## config.mk

```make
export PLATFORM = sky130hd
export DESIGN_NAME = wb_stage_ctrl
export DESIGN_NICKNAME = d
export VERILOG_FILES = /design/src/rtl/wb_stage_ctrl.sv
export SDC_FILE = /design/constraint.sdc
export NUM_CORES = 1
export LEC_CHECK = 0
export CAP_MARGIN = 20
export CELL_PAD_IN_SITES_DETAIL_PLACEMENT = 0
export CELL_PAD_IN_SITES_GLOBAL_PLACEMENT = 1
export CORE_MARGIN = 5
export CORE_UTILIZATION = 26
export CTS_CLUSTER_DIAMETER = 200
export DETAILED_ROUTE_END_ITERATION = 10
export MAX_ROUTING_LAYER = met4
export PLACE_DENSITY = 0.8
export SLEW_MARGIN = 20
export SYNTH_ARGS = -nofsm -noshare
export SYNTH_HDL_FRONTEND = slang
export SYNTH_SLANG_ARGS = --single-unit
```

## constraint.sdc

```tcl
create_clock -name clk -period 2.07 [get_ports clk]
set_input_delay 0.414 -clock clk [delete_from_list [all_inputs] [get_ports clk]]
set_output_delay 0.414 -clock clk [all_outputs]
set_load 0.01 [all_outputs]
```

## src/rtl/wb_stage_ctrl.sv

```systemverilog
`default_nettype none
// ============================================================================
// Module      : wb_stage_ctrl
// Description : Write-back stage controller. Non-load instructions commit on
//               the edge that accepts them. Loads park in WAIT_MEM until the
//               dcache responds, then the read data is lane-selected and
//               extended, and the result commits on the response edge.
//               Misaligned loads raise a one-cycle misalign_err pulse instead
//               of writing the register file.
// Revision    : 1.0 - initial release
// ----------------------------------------------------------------------------
// Parameters  : XLEN       data/register width (32 or 64)
//               NREG_BITS  register index width
// Ports       : clk, rst_n              clock, async active-low reset
//               valid_in / ready_out    upstream handshake
//               load_regfile, is_load, load_unsigned, load_type[1:0],
//               regfilemux_sel[2:0], rd  instruction control fields
//               alu, br, u_imm, pc      candidate result sources
//               dcache_resp, dcache_rdata  data cache response
//               rd_data, ld_regfile, rd_out  register-file write port
//               misalign_err            one-cycle misaligned-load pulse
// Option      : define WB_STAGE_CTRL_PERF_CNT_EN to add retire_cnt and
//               stall_cnt (32-bit wrapping performance counters).
// ============================================================================
module wb_stage_ctrl #(
    parameter int XLEN      = 32,
    parameter int NREG_BITS = 5
) (
    input  logic                 clk,
    input  logic                 rst_n,
    input  logic                 valid_in,
    output logic                 ready_out,
    input  logic                 load_regfile,
    input  logic                 is_load,
    input  logic                 load_unsigned,
    input  logic [1:0]           load_type,
    input  logic [2:0]           regfilemux_sel,
    input  logic [NREG_BITS-1:0] rd,
    input  logic [XLEN-1:0]      alu,
    input  logic [XLEN-1:0]      br,
    input  logic [XLEN-1:0]      u_imm,
    input  logic [XLEN-1:0]      pc,
    input  logic                 dcache_resp,
    input  logic [XLEN-1:0]      dcache_rdata,
    output logic [XLEN-1:0]      rd_data,
    output logic                 ld_regfile,
    output logic [NREG_BITS-1:0] rd_out,
`ifdef WB_STAGE_CTRL_PERF_CNT_EN
    output logic [31:0]          retire_cnt,
    output logic [31:0]          stall_cnt,
`endif
    output logic                 misalign_err
);

    // Number of address bits that select a byte lane within one XLEN word.
    localparam int OFFW = $clog2(XLEN / 8);

    typedef enum logic [0:0] {
        IDLE     = 1'b0,
        WAIT_MEM = 1'b1
    } state_t;

    state_t state, state_nxt;

    // Fields captured when a load is accepted. Only the byte-offset bits of
    // the address are kept: nothing else of alu is needed once in WAIT_MEM.
    logic [NREG_BITS-1:0] lat_rd,            lat_rd_nxt;
    logic [1:0]           lat_type,          lat_type_nxt;
    logic                 lat_unsigned,      lat_unsigned_nxt;
    logic                 lat_load_regfile,  lat_load_regfile_nxt;
    logic [OFFW-1:0]      lat_offset,        lat_offset_nxt;

    logic [XLEN-1:0]      rd_data_nxt;
    logic [NREG_BITS-1:0] rd_out_nxt;
    logic                 ld_regfile_nxt;
    logic                 misalign_err_nxt;

    logic [XLEN-1:0]      mux_val;
    logic [XLEN-1:0]      shifted;
    logic [XLEN-1:0]      lane_mask;
    logic                 lane_sign;
    logic                 load_err;
    logic [XLEN-1:0]      load_val;

    assign ready_out = (state == IDLE);

    // ------------------------------------------------------------------
    // Non-load result select. Unused encodings produce zero.
    // ------------------------------------------------------------------
    always_comb begin
        mux_val = '0;
        case (regfilemux_sel)
            3'd0:    mux_val = alu;
            3'd1:    mux_val = br;
            3'd2:    mux_val = u_imm;
            3'd4:    mux_val = pc + {{(XLEN-3){1'b0}}, 3'd4};
            default: mux_val = '0;
        endcase
    end

    // ------------------------------------------------------------------
    // Load lane select and extension. The addressed byte is shifted down
    // to bit 0, then masked to the access width; signed loads fill the
    // bits above the mask with the access's top bit.
    // ------------------------------------------------------------------
    always_comb begin
        shifted   = dcache_rdata >> {lat_offset, 3'b000};
        lane_mask = '1;
        lane_sign = 1'b0;
        load_err  = 1'b0;
        case (lat_type)
            2'd0: begin
                lane_mask = {XLEN{1'b1}} >> (XLEN - 8);
                lane_sign = shifted[7];
            end
            2'd1: begin
                lane_mask = {XLEN{1'b1}} >> (XLEN - 16);
                lane_sign = shifted[15];
                load_err  = lat_offset[0];
            end
            2'd2: begin
                lane_mask = {XLEN{1'b1}} >> (XLEN - 32);
                lane_sign = shifted[31];
                load_err  = |lat_offset[1:0];
            end
            default: begin
                // Doubleword: full width, only legal on a 64-bit datapath.
                lane_mask = '1;
                lane_sign = 1'b0;
                load_err  = (XLEN != 64) || (lat_offset != '0);
            end
        endcase
        load_val = shifted & lane_mask;
        if (!lat_unsigned && lane_sign) begin
            load_val = load_val | ~lane_mask;
        end
    end

    // ------------------------------------------------------------------
    // Next-state and next-output logic. Pulse outputs default low so an
    // idle cycle drops them while rd_data/rd_out hold.
    // ------------------------------------------------------------------
    always_comb begin
        state_nxt            = state;
        rd_data_nxt          = rd_data;
        rd_out_nxt           = rd_out;
        ld_regfile_nxt       = 1'b0;
        misalign_err_nxt     = 1'b0;
        lat_rd_nxt           = lat_rd;
        lat_type_nxt         = lat_type;
        lat_unsigned_nxt     = lat_unsigned;
        lat_load_regfile_nxt = lat_load_regfile;
        lat_offset_nxt       = lat_offset;
        case (state)
            IDLE: begin
                if (valid_in) begin
                    if (is_load) begin
                        lat_rd_nxt           = rd;
                        lat_type_nxt         = load_type;
                        lat_unsigned_nxt     = load_unsigned;
                        lat_load_regfile_nxt = load_regfile;
                        lat_offset_nxt       = alu[OFFW-1:0];
                        state_nxt            = WAIT_MEM;
                    end else begin
                        rd_data_nxt    = mux_val;
                        rd_out_nxt     = rd;
                        // x0 is hard-wired: never request a write to it.
                        ld_regfile_nxt = load_regfile && (rd != '0);
                    end
                end
            end
            WAIT_MEM: begin
                if (dcache_resp) begin
                    state_nxt  = IDLE;
                    rd_out_nxt = lat_rd;
                    if (load_err) begin
                        misalign_err_nxt = 1'b1;
                        rd_data_nxt      = '0;
                    end else begin
                        rd_data_nxt    = load_val;
                        ld_regfile_nxt = lat_load_regfile && (lat_rd != '0);
                    end
                end
            end
            default: state_nxt = IDLE;
        endcase
    end

    always_ff @(posedge clk or negedge rst_n) begin
        if (!rst_n) begin
            state            <= IDLE;
            rd_data          <= '0;
            rd_out           <= '0;
            ld_regfile       <= 1'b0;
            misalign_err     <= 1'b0;
            lat_rd           <= '0;
            lat_type         <= '0;
            lat_unsigned     <= 1'b0;
            lat_load_regfile <= 1'b0;
            lat_offset       <= '0;
        end else begin
            state            <= state_nxt;
            rd_data          <= rd_data_nxt;
            rd_out           <= rd_out_nxt;
            ld_regfile       <= ld_regfile_nxt;
            misalign_err     <= misalign_err_nxt;
            lat_rd           <= lat_rd_nxt;
            lat_type         <= lat_type_nxt;
            lat_unsigned     <= lat_unsigned_nxt;
            lat_load_regfile <= lat_load_regfile_nxt;
            lat_offset       <= lat_offset_nxt;
        end
    end

`ifdef WB_STAGE_CTRL_PERF_CNT_EN
    // Counters observe the registered pulses and state, so each retire is
    // counted on the edge after it becomes visible.
    always_ff @(posedge clk or negedge rst_n) begin
        if (!rst_n) begin
            retire_cnt <= '0;
            stall_cnt  <= '0;
        end else begin
            if (ld_regfile || misalign_err) begin
                retire_cnt <= retire_cnt + 32'd1;
            end
            if (state == WAIT_MEM) begin
                stall_cnt <= stall_cnt + 32'd1;
            end
        end
    end
`endif

endmodule
`default_nettype wire

```

* Word-level counts from Yosys, hierarchy flattened
Cells that the tools add are included.
** Storage, ports and cells
- Flip-flop bits (word level) :: 51
- Bits in latches :: 0
- Bits in writable memories :: 0
- Bits in read-only memories :: 0
- Bits of input ports :: 177
- Memories kept :: 0
** Operators by class
- Add/subtract/negate cells :: 1
- Multipliers :: 0
- Div/mod/pow operators :: 0
- $lt $le $gt $ge :: 0
- Eq/ne operators :: 8
- Shifts and indexed selects :: 1
- Muxes and demuxes :: 26
- Bitwise logic cells :: 4
- Reductions and logical operators :: 11
** Operators with widths (number)
- 32-bit two-way mux :: 5
- 32-bit one-hot mux with 2 select lines :: 2
- 32-bit one-hot mux with 4 select lines :: 1
- 32-bit by 3-bit adder with 32-bit output, second input constant :: 1
- 32-bit bitwise AND :: 1
- 32-bit inverter :: 1
- 32-bit bitwise OR :: 1
- 32-bit by 5-bit >> shifter with 32-bit output :: 1
- 5-bit two-way mux :: 3
- 1-bit two-way mux :: 10
- 5-bit one-hot mux with 2 select lines :: 1
- 5-bit nonzero test :: 2
- 2-bit inequality test, second input constant :: 3
- 1-bit one-hot mux with 3 select lines :: 2
- 3-bit AND reduction :: 2
- 1-bit one-hot mux with 2 select lines :: 2
- 3-bit by 1-bit == test with 1-bit output, second input constant :: 1
- 3-bit by 2-bit == test with 1-bit output, second input constant :: 1
- 3-bit == test, second input constant :: 1
- 1-bit logical AND :: 3
- 3-bit logical NOT :: 1
- 2-bit by 1-bit == test with 1-bit output, second input constant :: 1
- 2-bit == test, second input constant :: 1
- 2-bit logical NOT :: 1
- 3 further kinds :: 3

* Logic depth before layout (Yosys ltp)
Gate-level depths: netlist (run 1).
- Word-level depth :: 8
- Mapped depth :: 9

* Least setup slack after synthesis (run 1)
Ideal clock, no wire load.
- Path kind :: input-to-reg
- Start :: in pc[2]
- End :: reg rd_data[30]
- Library setup time :: 0.124 ns
- Arrival :: 2.004 ns
- Slack :: -0.058 ns
- Stages on the path :: 7
- Path buffers :: 0
- Path through :: ha_1 > nand4_1 > or4b_2 > nor3_1 > xor2_1 > a211oi_1 > nor2_1
** Between the ends
- Word-level cells in the longest chain between the ends :: 5
** RTL lines
- start: declaration :: RTL line 42 : input logic [XLEN-1:0] pc,
- 32-bit by 3-bit adder with 32-bit output :: RTL line 96 : 3'd4: mux_val = pc + {{(XLEN-3){1'b0}}, 3'd4};
- 32-bit one-hot mux with 4 select lines :: RTL line 92 : case (regfilemux_sel)
- 32-bit two-way mux :: RTL line 157 : if (is_load) begin
- 32-bit two-way mux :: RTL line 156 : if (valid_in) begin
- 32-bit one-hot mux with 2 select lines :: RTL line 154 : case (state)
- end signal: assignment :: RTL line 203 : rd_data <= rd_data_nxt;
- end: declaration :: RTL line 45 : output logic [XLEN-1:0] rd_data,
No other way between the ends. The select of a mux whose other input is x is not followed.
A chain may end at the register's enable or synchronous reset.

* Worst setup path after layout (run 1)
- Start :: in dcache_rdata[7]
- End :: reg rd_data[24]
** Between the ends
- Word-level cells in the longest chain between the ends :: 7
** RTL lines
- start: declaration :: RTL line 44 : input logic [XLEN-1:0] dcache_rdata,
- 32-bit by 5-bit >> shifter with 32-bit output :: RTL line 107 : shifted = dcache_rdata >> {lat_offset, 3'b000};
- 1-bit one-hot mux with 3 select lines :: RTL line 111 : case (lat_type)
- 1-bit logical AND :: RTL line 134 : if (!lat_unsigned && lane_sign) begin
- 32-bit two-way mux :: RTL line 134
- 32-bit two-way mux :: RTL line 176 : if (load_err) begin
- 32-bit two-way mux :: RTL line 173 : if (dcache_resp) begin
- 32-bit one-hot mux with 2 select lines :: RTL line 154
No other way between the ends. The select of a mux whose other input is x is not followed.

==> results of run 1 <==
placed cells by master, fill, tap and decap left out, types with 6 or more instances in the layout:
master / instances
clkdlybuf4s50_1: 193
buf_4: 99
nor2_1: 68
a21oi_1: 66
mux2i_1: 51
dfrtp_1: 51
nand2_1: 45
o21ai_0: 29
nand3_1: 20
dlygate4sd2_1: 18
xnor2_1: 16
a211oi_1: 15
mux2_2: 13
o22ai_1: 12
xor2_1: 10
nor2b_1: 9
a22oi_1: 7
o221ai_1: 6
nor3_1: 6
metrics by stage:
stage	cells	utilization, %	total power, mW	setup slack, ns	cell area [sq um]
floorplan	553	-	2.37	0.00695	4360
global placement	1050	45.3	3.71	-0.548	7450
detailed placement	1050	45.3	3.72	-0.586	7450
CTS	1063	47.1	4.71	0.0123	7750
global route	1064	47.3	4.99	-0.0478	7790
finish	1064	47.3	4.71	0.00703	7790
kinds of logic after synthesis:
kind of cell / Yosys count
adders and majority gates: 2
DFF: 51
and+or+nand+nor: 194
AOI/OAI and AO/OA: 167
xor gates and xnor gates: 27
muxes: 65
buffers and inverters: 47
layer usage:
metal | vias to the layer above | GRT usage [%] | wire [um]
met5 | - | - | 0
met4 | 0 | 4.17 | 433
met3 | 28 | 5.80 | 1700
met2 | 220 | 34.9 | 9960
met1 | 2501 | 25.7 | 8450
li1 | 2612 | - | -
area by class of cell:
cell class	count	area [sq um]
fillers	1670	8680
clock inverters	3	43.8
repair buffers	325	3020
flip-flops and latches	51	1280
inverters	4	15.0
well taps	220	275
diodes	1	2.50
multi-input cells	455	3030
clock buffers	5	125
sequential cells by signal, indices dropped and copies added (netlist names):
signal,cells
lat_unsigned,1
ld_regfile,1
state,1
misalign_err,1
rd_out,5
rd_data,32
lat_rd,5
lat_load_regfile,1
lat_type,2
lat_offset,2
worst max-delay path by stage:
stage	slack [ns]	endpoint	from	cells after the start
after detailed placement	-0.59	rd_data[29]	pc[14]	7
after floorplan	0.007	rd_data[29]	pc[15]	7
after CTS	0.01	rd_data[24]	dcache_rdata[7]	8
after global routing	-0.05	rd_data[24]	lat_offset[1]	8
after global placement	-0.55	rd_data[29]	pc[17]	7
final	0.007	rd_data[24]	dcache_rdata[7]	8
where the power goes:
group / internal [mW] / switching [mW] / total, mW
Clock: 0.571 / 0.386 / 0.957
Sequential: 1.24 / 0.187 / 1.43
Combinational: 1.27 / 1.06 / 2.33
Total: 3.08 / 1.63 / 4.71
critical path, stage by stage:
cell and delay (ns):
clkdlybuf4s50_1 0.47, mux2i_1 0.10, a21o_1 0.18, or4_4 0.52
buf_6 0.16, and2_4 0.19, o2111ai_2 0.08, o221a_1 0.18
what timing repair did:
action,CTS,global route
pin swaps,22,11
buffers inserted,4,0
endpoints found under the setup margin,23,13
resized for setup,43,14
gates cloned,1,0
==> metrics.yaml, run 1 <==
setup_path:
  crit_path_max_fanout: 6
  worstPathArrival_ns: 2.30
  regToRegEndpoint: "rd_data[24]"
  rrSetupSlack_ns: 0.03
  worst_r2r_startpoint: "lat_offset[1]"
  end_kind: "flip-flop"
  worstRegToRegCells: 8
  timing.critical_path.required_ns: 2.30
  startpoint_type: "input port"
  classification_of_the_worst_setup_path: "in -> reg"
power:
  pwr_density_mw_per_mm2: 605
  power.static_leakage_nw: 3.25
  ir_worst_vdd_mv: 0.370
grt:
  first_global_vias: 5509
  grtUsageTotal_pct: 21.0
  grt_first_pass_wirelength_um: 31200
  initial_antenna_violation_count: 1
  largest_net_degree_at_the_start_of_global_routing: 31
  grt.overflow.total: 0
timing:
  fin_hold_ws_ns: 0.121
  setup_total_negative_slack_ns: 0
  max-slew-margin-rel_pct: 60.4
  post-route-min-period_ns: 2.06
  grt_setup_unrepaired: "true"
  tightestPinTransition_ns: 0.594
  final_min_period_over_clock_period_pct: 99.7
  max_freq_ghz: 0.485
  final.setup_skew_ns: 0.00772
  timing_hold_violations_final: 0
  maxSlewViolCount: 0
  setup_viol_count_final: 0
die:
  die-area_sq_mm: 0.0194
  design.core.area_sq_mm: 0.0165
  io_pins: 217
  cell_rows: 47
  starting_density_pct: 26.4
  die_w_um: 139
  dieHeight_um: 139
hold_path:
  holdCritPathClass: "in -> async"
yosys:
  yosysWarnings: 0
  synth_area_per_cell_sq_um: 7.85
  async_reset_ff_share_pct: 100
  post_synth_instance_area_sq_mm: 0.00434
  ff_latch_count_synth: 51
  synth_xor_xnor_area_share_pct: 5.45
  synth_top_family_by_area: "compound AO/OA/AOI/OAI gates"
  synth-seq-area-share_pct: 29.4
  synth-compound-area-share_pct: 23.7
  yosys-mux-area-fraction_pct: 15.4
  netlist-cell-type-count: 54
  mappedNetlistNets: 731
  yosysMostFrequentCell: "nor2_1"
  synth_edf_count: 0
  ys_dominant_reg_cell: "dfrtp_1"
  yosys-top-cells-area: "dfrtp_1 29%, mux2i_1 12%, a21oi_1 7.7%"
  yosys-top-cells-count: "70 x nor2_1, 67 x a21oi_1, 52 x mux2i_1"
  post_synth_and_or_nand_nor_area_fraction_pct: 21.1
  number_of_cells_produced_by_synthesis: 553
  synth_fa_ha_area_share_pct: 0.548
  yosysTopAreaCell: "dfrtp_1"
  post-synth-top-area-fraction_pct: 29.4
placement:
  dp.final_hpwl_um: 17200
  place_congestion: 0.928
  buffer_ports.inserted: 216
route:
  drt_iter0_drc: 346
  antenna_left: 0
  routedWlPerCell_um: 19.3
  via_count: 5361
  detail_route.first_pass.iterations: 5
  drcViolationCount: 0
  detail_route.vias_per_cell: 5.04
  route.final.wire_length_um: 20500
clock_tree:
  cts_buffer_depth: 2
  postCtsHoldBufs: 0
  h_tree_depth: 2
  clock_insertion_delay_worst_skew_ns: 0.29
  cts_tree: "done"
  clkSinkCount: 51
  ctsRootBufferMaster: "clkbuf_16"
  worst_setup_hold_path_clk_slew_ns: 0.07
  tritoncts.num_buffers: 5
finish:
  flow.area_growth_from_synthesis_pct: 79.4
  final_nets: 1020
  drive_above_1_share_pct: 19.6
run:
  cap_viol_max_count: 0
outcome:
  run_status: "finished, final reports clean"
Note: power is estimated with default switching activity, not from simulation.
==> inputs of run 2 (changes only) <==
--- a/config.mk
+++ b/config.mk
@@ -7,9 +7,9 @@
 export LEC_CHECK = 0
 export CAP_MARGIN = 20
 export CELL_PAD_IN_SITES_DETAIL_PLACEMENT = 0
-export CELL_PAD_IN_SITES_GLOBAL_PLACEMENT = 1
+export CELL_PAD_IN_SITES_GLOBAL_PLACEMENT = 2
 export CORE_MARGIN = 5
-export CORE_UTILIZATION = 26
+export CORE_UTILIZATION = 20
 export CTS_CLUSTER_DIAMETER = 200
 export DETAILED_ROUTE_END_ITERATION = 10
 export MAX_ROUTING_LAYER = met4
==> metrics.yaml, run 2 (synthesis results as in run 1) <==
setup_path:
  worst_path_max_delay_cell: "or4_4"
  cp_common_cell: "a21oi_1"
  cpLargestDelayFamily: "simple AND/OR/NAND/NOR gates"
  crit_path_max_fanout: 7
  crit_chain: "mux2i_2 > maj3_2 > or4_4 > o221ai_1 > a21oi_1 > a21oi_1"
  end_kind: "flip-flop"
  startpoint_type: "flip-flop"
  worstPathArrival_ns: 2.21
  max_stage_delay_on_crit_path_ns: 0.55
  timing.critical_path.required_ns: 2.29
  classification_of_the_worst_setup_path: "reg -> reg"
  critical_path.n_buffers_inverters: 0
power:
  pwr_density_mw_per_mm2: 603
  ir_worst_vdd_mv: 0.253
  power.static_leakage_nw: 3.22
timing:
  timing_hold_violations_final: 0
  max-slew-margin-rel_pct: 65.5
  grt_setup_unrepaired: "true"
  max_freq_ghz: 0.502
  final.setup_skew_ns: 0.00459
  tightestPinTransition_ns: 0.517
  maxSlewViolCount: 0
  post-route-min-period_ns: 1.99
  setup_viol_count_final: 0
  final_min_period_over_clock_period_pct: 96.3
clock_tree:
  cts_buffer_depth: 2
  tritoncts.num_buffers: 5
  cts_tree: "done"
  h_tree_depth: 2
  ctsRootBufferMaster: "clkbuf_16"
  postCtsHoldBufs: 0
  worst_setup_hold_path_clk_slew_ns: 0.07
  clock_insertion_delay_worst_skew_ns: 0.29
  clkSinkCount: 51
die:
  design.core.area_sq_mm: 0.0216
  io_pins: 217
  die-area_sq_mm: 0.0248
  cell_rows: 54
  die_w_um: 157
  dieHeight_um: 157
  starting_density_pct: 20.1
finish:
  final_nets: 1022
  reg.largest.list: "rd_data (32), lat_rd (5), rd_out (5)"
  final_design_area_no_fill_sq_mm: 0.00786
  final_cell_mix: "195 x clkdlybuf4s50_1, 102 x buf_4, 69 x nor2_1"
  final_util_pct: 36.3
  drive_above_1_share_pct: 18.7
  mostFrequentLayoutCell: "clkdlybuf4s50_1"
  flow.area_growth_from_synthesis_pct: 81.0
  registers.top_by_ff_count: "rd_data"
  largest_register_ffs: 32
outcome:
  run_status: "finished, final reports clean"
grt:
  grt.overflow.total: 0
  initial_antenna_violation_count: 1
  grtUsageTotal_pct: 17.6
  largest_net_degree_at_the_start_of_global_routing: 52
  grt_first_pass_wirelength_um: 32200
  first_global_vias: 5451
route:
  via_count: 5331
  route.final.wire_length_um: 22100
  antenna_left: 0
  drcViolationCount: 0
  detailroute.wirelength.met2_um: 10800
  route.met3.wl_um: 1370
  detail_route.first_pass.iterations: 8
  total_routed_wire_length_on_the_met1_layer_um: 9690
  drt_iter0_drc: 437
  highest-signal-layer: "met4"
  routedWlPerCell_um: 19.6
  detail_route.vias_per_cell: 4.73
run:
  cap_viol_max_count: 0
placement:
  place_congestion: 0.909
  dp.final_hpwl_um: 18700
  buffer_ports.inserted: 216
  dpl-instance-area_sq_mm: 0.00757
hold_path:
  holdCritPathClass: "in -> async"
[run 2: cell type report]
class / instances / area, sq um
Clock buffer: 5 / 125
Inverter: 4 / 15.0
Antenna cell: 1 / 2.50
Tap cell: 280 / 350
Clock inverter: 3 / 43.8
Fill cell: 2298 / 13800
Timing Repair Buffer: 327 / 3050
Multi-Input combinational cell: 455 / 2990
Sequential cell: 51 / 1280
[run 2: power breakdown]
group | switching [mW] | internal [mW] | leakage (nW) | total, mW
Combinational | 1.07 | 1.28 | 2.51 | 2.35
Sequential | 0.188 | 1.24 | 0.623 | 1.43
Clock | 0.391 | 0.571 | 0.0838 | 0.963
[run 2: through the flow]
stage / std cells / worst slack, ns / setup TNS (ns) / hold slack, ns / power, mW
5_1_grt: 1126 / -0.0125 / -0.0173 / 0.126 / 5.03
4_1_cts: 1125 / 0.0294 / 0 / 0.112 / 4.79
3_3_place_gp: 1114 / -0.602 / -11.21 / 0.432 / 3.78
3_5_place_dp: 1114 / -0.620 / -11.79 / 0.438 / 3.79
6_report: 1126 / 0.0776 / 0 / 0.101 / 4.74
2_1_floorplan: 553 / 0.00695 / 0 / 0.118 / 2.37
[run 2: path summary, 6_finish.rpt]
kind                            slack, ns           to          start  cells past startpoint
worst max-delay path                 0.08  rd_data[17]  lat_offset[1]                      6
worst max register to register       0.08  rd_data[17]  lat_offset[1]                      6
worst min register to register       0.48    rd_out[1]      rd_out[1]                      2
max in group asynchronous            1.71  rd_data[15]          rst_n                      2
min in group clk                     0.48    rd_out[1]      rd_out[1]                      2
worst min-delay path                 0.10    rd_out[4]          rst_n                      2
[run 2: metal layers]
layer / track usage, % / vias up
met1: 22.7 / 2523
met4: 2.21 / 0
met5: - / -
met2: 29.9 / 181
li1: - / 2610
met3: 2.72 / 17
[run 2: repair_timing]
action                     4_1_cts  5_1_grt
resized for setup               34        9
buffers inserted                 3        0
pin swaps                       10        3
cloned                           0        0
setup endpoints to repair       20       11
